<file path="config.mk">
export PLATFORM = sky130hd
export DESIGN_NAME = bp_fetch_unit
export DESIGN_NICKNAME = d
export VERILOG_FILES = /design/src/rtl/bp_pkg.sv /design/src/rtl/bp_fetch_unit_btb.sv /design/src/rtl/bp_fetch_unit.sv
export SDC_FILE = /design/constraint.sdc
export NUM_CORES = 2
export LEC_CHECK = 0
export CAP_MARGIN = 5
export CORE_ASPECT_RATIO = 1.75
export CORE_UTILIZATION = 25
export CTS_CLUSTER_SIZE = 40
export DETAILED_ROUTE_END_ITERATION = 8
export SLEW_MARGIN = 20
export SYNTH_ARGS = -nofsm -noshare
export SYNTH_HDL_FRONTEND = slang
export SYNTH_HIERARCHICAL = 1
export SYNTH_SLANG_ARGS = --single-unit
</file>
<file path="constraint.sdc">
create_clock -name clk -period 9.1 [get_ports clk]
set_clock_uncertainty 0.15 [all_clocks]
set_input_delay 0.91 -clock clk [delete_from_list [all_inputs] [get_ports clk]]
set_output_delay 0.91 -clock clk [all_outputs]
set_load 0.005 [all_outputs]
</file>
<file path="src/rtl/bp_pkg.sv">
// bp_pkg: shared types and helpers for the fetch-side branch predictor.
//   - bhtCnt_e   : 2-bit saturating direction counter encodings.
//   - BHT_RESET  : value every BHT counter takes on reset.
//   - btbEntry_t : one BTB entry (valid, tag, target, jump).
//   - satUpdate  : saturating counter step towards taken/not-taken.
package bp_pkg;

  typedef enum logic [1:0] {
    SNT = 2'b00,
    WNT = 2'b01,
    WT  = 2'b10,
    ST  = 2'b11
  } bhtCnt_e;

  localparam bhtCnt_e BHT_RESET = WNT;

  // Tag is sized for the smallest legal index (PC[31:2]); narrower tags are
  // zero-extended, so the struct stays independent of the BTB depth.
  localparam int BTB_TAG_W = 30;

  typedef struct packed {
    logic                 valid;
    logic [BTB_TAG_W-1:0] tag;
    logic [31:0]          target;
    logic                 jump;
  } btbEntry_t;

  function automatic bhtCnt_e satUpdate(input bhtCnt_e cnt, input logic up);
    bhtCnt_e res;
    case (cnt)
      SNT:     res = up ? WNT : SNT;
      WNT:     res = up ? WT  : SNT;
      WT:      res = up ? ST  : WNT;
      ST:      res = up ? ST  : WT;
      default: res = BHT_RESET;
    endcase
    return res;
  endfunction

endpackage

</file>
<file path="src/rtl/bp_fetch_unit_btb.sv">
// bp_btb: direct-mapped branch target buffer.
//   clk, rst      : clock, async active-high reset (clears valid bits only).
//   rdIdx/rdEntry : combinational read port (pre-edge contents).
//   wrEn/wrIdx/wrEntry : synchronous write port, unconditional replace.
module bp_btb
  import bp_pkg::*;
#(
  parameter int IDX_W = 4
) (
  input  logic             clk,
  input  logic             rst,
  input  logic [IDX_W-1:0] rdIdx,
  output btbEntry_t        rdEntry,
  input  logic             wrEn,
  input  logic [IDX_W-1:0] wrIdx,
  input  btbEntry_t        wrEntry
);

  localparam int DEPTH = 1 << IDX_W;

  logic [DEPTH-1:0]     valid_r;
  logic [BTB_TAG_W-1:0] tag_r    [DEPTH];
  logic [31:0]          target_r [DEPTH];
  logic [DEPTH-1:0]     jump_r;

  // Valid bits: only state that needs clearing on reset.
  always_ff @(posedge clk or posedge rst) begin
    if (rst) begin
      valid_r <= '0;
    end else if (wrEn) begin
      valid_r[wrIdx] <= wrEntry.valid;
    end
  end

  // Payload storage: qualified by valid, so no reset needed.
  always_ff @(posedge clk) begin
    if (wrEn) begin
      tag_r[wrIdx]    <= wrEntry.tag;
      target_r[wrIdx] <= wrEntry.target;
      jump_r[wrIdx]   <= wrEntry.jump;
    end
  end

  // Combinational read: a same-cycle write is not forwarded.
  always_comb begin
    rdEntry.valid  = valid_r[rdIdx];
    rdEntry.tag    = tag_r[rdIdx];
    rdEntry.target = target_r[rdIdx];
    rdEntry.jump   = jump_r[rdIdx];
  end

endmodule

</file>
<file path="src/rtl/bp_fetch_unit.sv">
// bp_fetch_unit: PC generation with 2-bit BHT + direct-mapped BTB prediction.
//   clk, rst        : clock, async active-high reset.
//   StallF          : hold PCF (a mispredict redirect wins over it).
//   PCF, PCPlus4F   : fetch PC and its sequential successor.
//   PredTakenF/PredTargetF : zero-latency prediction for PCF.
//   BranchE, JumpE, PCSrcE, PCTargetE, PCE, PredTakenE, PredTargetE :
//                     branch resolution from execute.
//   MispredictE, FlushD, FlushE : combinational mispredict / flush.
//   MispredCount    : wrapping count of mispredictions.
module bp_fetch_unit
  import bp_pkg::*;
#(
  parameter logic [31:0] RESET_PC  = 32'h0000_0000,
  parameter int          BHT_IDX_W = 6,
  parameter int          BTB_IDX_W = 4
) (
  input  logic        clk,
  input  logic        rst,
  input  logic        StallF,
  output logic [31:0] PCF,
  output logic [31:0] PCPlus4F,
  output logic        PredTakenF,
  output logic [31:0] PredTargetF,
  input  logic        BranchE,
  input  logic        JumpE,
  input  logic        PCSrcE,
  input  logic [31:0] PCTargetE,
  input  logic [31:0] PCE,
  input  logic        PredTakenE,
  input  logic [31:0] PredTargetE,
  output logic        MispredictE,
  output logic        FlushD,
  output logic        FlushE,
  output logic [31:0] MispredCount
);

  localparam int BHT_DEPTH = 1 << BHT_IDX_W;

  bhtCnt_e              bht_r [BHT_DEPTH];
  logic [BHT_IDX_W-1:0] bhtIdxF_s, bhtIdxE_s;
  logic [BTB_IDX_W-1:0] btbIdxF_s, btbIdxE_s;
  logic [BTB_TAG_W-1:0] tagF_s, tagE_s;
  btbEntry_t            rdEntry_s, wrEntry_s;
  logic                 btbHit_s, bhtTaken_s, resolveE_s, btbWrEn_s;
  logic [31:0]          redirectPc_s, nextPc_s;

  assign bhtIdxF_s = PCF[BHT_IDX_W+1:2];
  assign bhtIdxE_s = PCE[BHT_IDX_W+1:2];
  assign btbIdxF_s = PCF[BTB_IDX_W+1:2];
  assign btbIdxE_s = PCE[BTB_IDX_W+1:2];
  // Tag = PC[31:BTB_IDX_W+2], zero-extended to the struct tag width.
  assign tagF_s    = PCF[31:2] >> BTB_IDX_W;
  assign tagE_s    = PCE[31:2] >> BTB_IDX_W;

  bp_btb #(.IDX_W(BTB_IDX_W)) u_btb (
    .clk     (clk),
    .rst     (rst),
    .rdIdx   (btbIdxF_s),
    .rdEntry (rdEntry_s),
    .wrEn    (btbWrEn_s),
    .wrIdx   (btbIdxE_s),
    .wrEntry (wrEntry_s)
  );

  // Fetch-side lookup.
  assign PCPlus4F    = PCF + 32'd4;
  assign btbHit_s    = rdEntry_s.valid && (rdEntry_s.tag == tagF_s);
  assign bhtTaken_s  = (bht_r[bhtIdxF_s] == WT) || (bht_r[bhtIdxF_s] == ST);
  assign PredTakenF  = btbHit_s && (rdEntry_s.jump || bhtTaken_s);
  assign PredTargetF = PredTakenF ? rdEntry_s.target : PCPlus4F;

  // Execute-side resolution: wrong direction, or taken with wrong target.
  assign resolveE_s   = BranchE | JumpE;
  assign MispredictE  = resolveE_s &&
                        ((PCSrcE != PredTakenE) ||
                         (PCSrcE && PredTakenE && (PCTargetE != PredTargetE)));
  assign FlushD       = MispredictE;
  assign FlushE       = MispredictE;
  assign redirectPc_s = PCSrcE ? PCTargetE : (PCE + 32'd4);

  // BTB only learns taken outcomes.
  assign btbWrEn_s = resolveE_s && PCSrcE;
  always_comb begin
    wrEntry_s.valid  = 1'b1;
    wrEntry_s.tag    = tagE_s;
    wrEntry_s.target = PCTargetE;
    wrEntry_s.jump   = JumpE;
  end

  // Next-PC priority: redirect, stall, predicted target, sequential.
  always_comb begin
    nextPc_s = PCPlus4F;
    if (MispredictE) begin
      nextPc_s = redirectPc_s;
    end else if (StallF) begin
      nextPc_s = PCF;
    end else if (PredTakenF) begin
      nextPc_s = PredTargetF;
    end else begin
      nextPc_s = PCPlus4F;
    end
  end

  // Fetch PC register.
  always_ff @(posedge clk or posedge rst) begin
    if (rst) begin
      PCF <= RESET_PC;
    end else begin
      PCF <= nextPc_s;
    end
  end

  // BHT training: conditional branches only, independent of StallF.
  always_ff @(posedge clk or posedge rst) begin
    if (rst) begin
      for (int i = 0; i < BHT_DEPTH; i++) begin
        bht_r[i] <= BHT_RESET;
      end
    end else if (BranchE && !JumpE) begin
      bht_r[bhtIdxE_s] <= satUpdate(bht_r[bhtIdxE_s], PCSrcE);
    end
  end

  // Misprediction counter, wraps naturally.
  always_ff @(posedge clk or posedge rst) begin
    if (rst) begin
      MispredCount <= 32'd0;
    end else if (MispredictE) begin
      MispredCount <= MispredCount + 32'd1;
    end
  end

endmodule

</file>
==> out/results.tsv <==
metric	value	unit
ys async rst share	0.171	
pwr/cell area	231	mW/mm^2
Buffers on Ports	234	
row cnt	219	
first-pass GRT wire length	224000	um
Post-CTS Hold Buffers	0	
metal3 WL	12800	um
Initial DRC Count	2719	
Syn Area/Cell	17.5	um^2
CTS tree	yes	
R2R cell count	11	
die extent in x	344	um
Post-Route M1 WL	63400	um
postcts setup bufs	0	
Max clock buf depth	3	
Worst Hold End	MispredCount[31]	
max layer used	met5	
most frequent cells after synthesis	edfxtp_1, mux4_2, nand2_1	
CP max FO	59	
Setup crit start kind	register	
GRT Total Usage	0.153	
Via Count	29491	
Worst Setup End Kind	primary output	
Min-Delay Path Class	register to register	
die area	0.206	mm^2
relative slew slack	0.228	
share of cells above drive strength 1	0.229	
Resized Gates After CTS	0	
unrepaired setup endpoints after global routing	false	
number of global-route vias before repair	30092	
Crit Path Category	register to primary output	
top cell type by total area after synthesis	edfxtp_1	
sequential fraction of the synthesis area	0.696	
fin crit share	0.839	
Post-layout nets	3376	
CTS Sinks	1216	
CTS root buf	clkbuf_16	
final setup vio count	0	
Slew Viols, Final	0	
count leader, synth	edfxtp_1	
chip height	600	um
Fill cells	19793	
setup TNS	0	ps
maximum clock frequency	0.131	GHz
number of cells produced by synthesis	2923	
WP data arrival	6580	ps
worst flop-to-flop path startpoint	PCF[2]	
status	finished, final reports clean	
slew at the pin closest to its max-slew limit	1150	ps
WL/cell	26.4	um
boundary pin count	235	
pre-CTS WS	2260	ps
routed vias/inst	4.89	
Hold Path Stages	1	
Synth Cell Area	0.0511	mm^2
later-pin clock latency in the skew report	750	ps
Final ANT Viol Nets	0	
htree depth	3	
VDD IR max	0.000188	V
P_leak	20.2	nW
largest cells by area after synthesis	edfxtp_1, mux4_2, dfrtp_1	
Remaining DRCs	0	
largest net degree at the start of global routing	73	
WL met2	78800	um
Core ar.	0.203	mm^2
starting density of the core	0.251	
Final min period	7640	ps
final wirelength	159000	um
R2R Setup Slk	3260	ps
register bit total from synthesis	1216	
antenna violations before repair	16	
worst setup margin	1460	ps
Yosys cell types	72	
YS warnings	6	
Max-cap violations	0	
Num CTS Buffers	114	
Hold Vio Cnt, Final	0	
area grow syn2layout	19.5	%
Critical Path RT	8040	ps
clock-pin slew of the registers on the worst-case setup and hold paths	70	ps
number of synthesized flops with an enable pin	1008	
hold path start	MispredCount[31]	
prevailing post-synth register cell	edfxtp_1	
Congestion Overflow GR	0	
Post-DP HPWL	99900	um
Synth top area share	0.593	
placer's final routability congestion estimate	0.848	
worst reg2reg path endpoint	PCF[3]	
first drt pass iteration count	5	
-- metrics by stage --
stage	area, um^2	util	power [mW]	instances	hold WS [ps]
floorplan	51300	-	7.97	2992	309
global placement	57000	0.281	9.20	5805	313
detailed placement	57100	0.281	9.22	5805	321
CTS	61000	0.300	14.2	6020	337
global route	61000	0.300	14.5	6021	339
finish	61000	0.300	14.1	6025	333
-- worst max-delay path, stage by stage (launching register included) --
cell,delay (ps)
dfrtp_4,750
buf_12,450
mux4_2,560
a22oi_1,220
nand2_1,170
xnor2_1,450
nand4_1,150
nor3_1,710
nand2_1,280
o32ai_4,970
nor2_1,140
nor2_1,300
clkdlybuf4s50_1,570
-- per-layer routing --
layer / vias up / GRT usage
li1: 12292 / -
met1: 15615 / 0.195
met2: 1333 / 0.260
met3: 245 / 0.0314
met4: 6 / 0.0414
met5: - / 0
-- placed cells by master, fill, tap and decap left out, types with 7 or more instances in the layout --
cell | synthesis | routed
edfxtp_1 | 1008 | 1008
mux4_2 | 284 | 284
nand2_1 | 253 | 253
clkdlybuf4s50_1 | 0 | 228
dfrtp_1 | 144 | 142
a22oi_1 | 135 | 135
clkbuf_16 | 0 | 116
mux2_2 | 97 | 97
buf_4 | 16 | 93
xnor2_1 | 87 | 87
nor2_1 | 90 | 77
conb_1 | 2 | 71
dfstp_2 | 64 | 64
o21ai_0 | 53 | 53
xor2_1 | 53 | 53
mux2i_1 | 49 | 49
nand4_1 | 45 | 45
inv_1 | 43 | 42
nand3_1 | 38 | 38
a21oi_1 | 37 | 37
clkbuf_1 | 78 | 29
o211ai_1 | 25 | 25
and3_1 | 23 | 23
clkinv_2 | 0 | 21
o221ai_1 | 21 | 21
and4_1 | 20 | 20
nor3_1 | 25 | 19
nor4_1 | 18 | 17
bufinv_16 | 0 | 15
a221oi_1 | 13 | 13
nand2b_1 | 13 | 13
nor2_4 | 0 | 13
clkinv_1 | 1 | 12
and2_1 | 10 | 9
clkbuf_8 | 0 | 8
o21ai_1 | 7 | 7
nor3b_1 | 8 | 7
and3b_1 | 7 | 7
-- flip-flops by register name, summed over array words and instances, names as in the netlist --
register and flops:
bht_r 128, u_btb/jump_r 16, u_btb/valid_r 16, u_btb/target_r 512, PCF 32, u_btb/tag_r 480
MispredCount 32
-- kinds of logic after synthesis --
kind of cell | after synthesis | share of synthesized area
flops | 1216 | 0.696
simple gates | 580 | 0.0555
mux | 431 | 0.156
compound gates | 329 | 0.0451
buf+inv | 219 | 0.0209
xor+xnor | 140 | 0.0240
fa+ha+maj | 6 | 0.00142
other cells | 2 | 0.000147
-- layout make-up --
type | instances | area (um^2) | share of cell area
inverter | 47 | 185 | 0.00304
sequential | 1216 | 35600 | 0.583
tap | 2652 | 3320 | 0.0544
clock inverter | 62 | 787 | 0.0129
antenna | 5 | 12.5 | 0.000205
timing repair buffer | 333 | 3130 | 0.0513
multi-input combinational | 1557 | 14900 | 0.244
clock buffer | 153 | 3120 | 0.0512
-- how the worst max path moves through the flow --
| stage | end | slack, ps | from |
|---|---|---|---|
| 2_1_floorplan | u_btb/valid_r[0] | 1570 | PCSrcE |
| 3_3_place_gp | PredTargetF[28] | 2180 | PCF[2] |
| 3_5_place_dp | PredTargetF[28] | 2260 | PCF[2] |
| 4_1_cts | PredTargetF[28] | 1410 | PCF[2] |
| 5_1_grt | PredTargetF[28] | 1260 | PCF[2] |
| 6_report | PredTargetF[28] | 1460 | PCF[2] |
-- report_power, final --
part,total [mW],switching [mW],internal [mW]
registers,6.43,0.200,6.23
logic,2.66,1.56,1.10
clock network,4.98,2.14,2.85
total,14.1,3.90,10.2
Power figures use the tool's default switching activity.
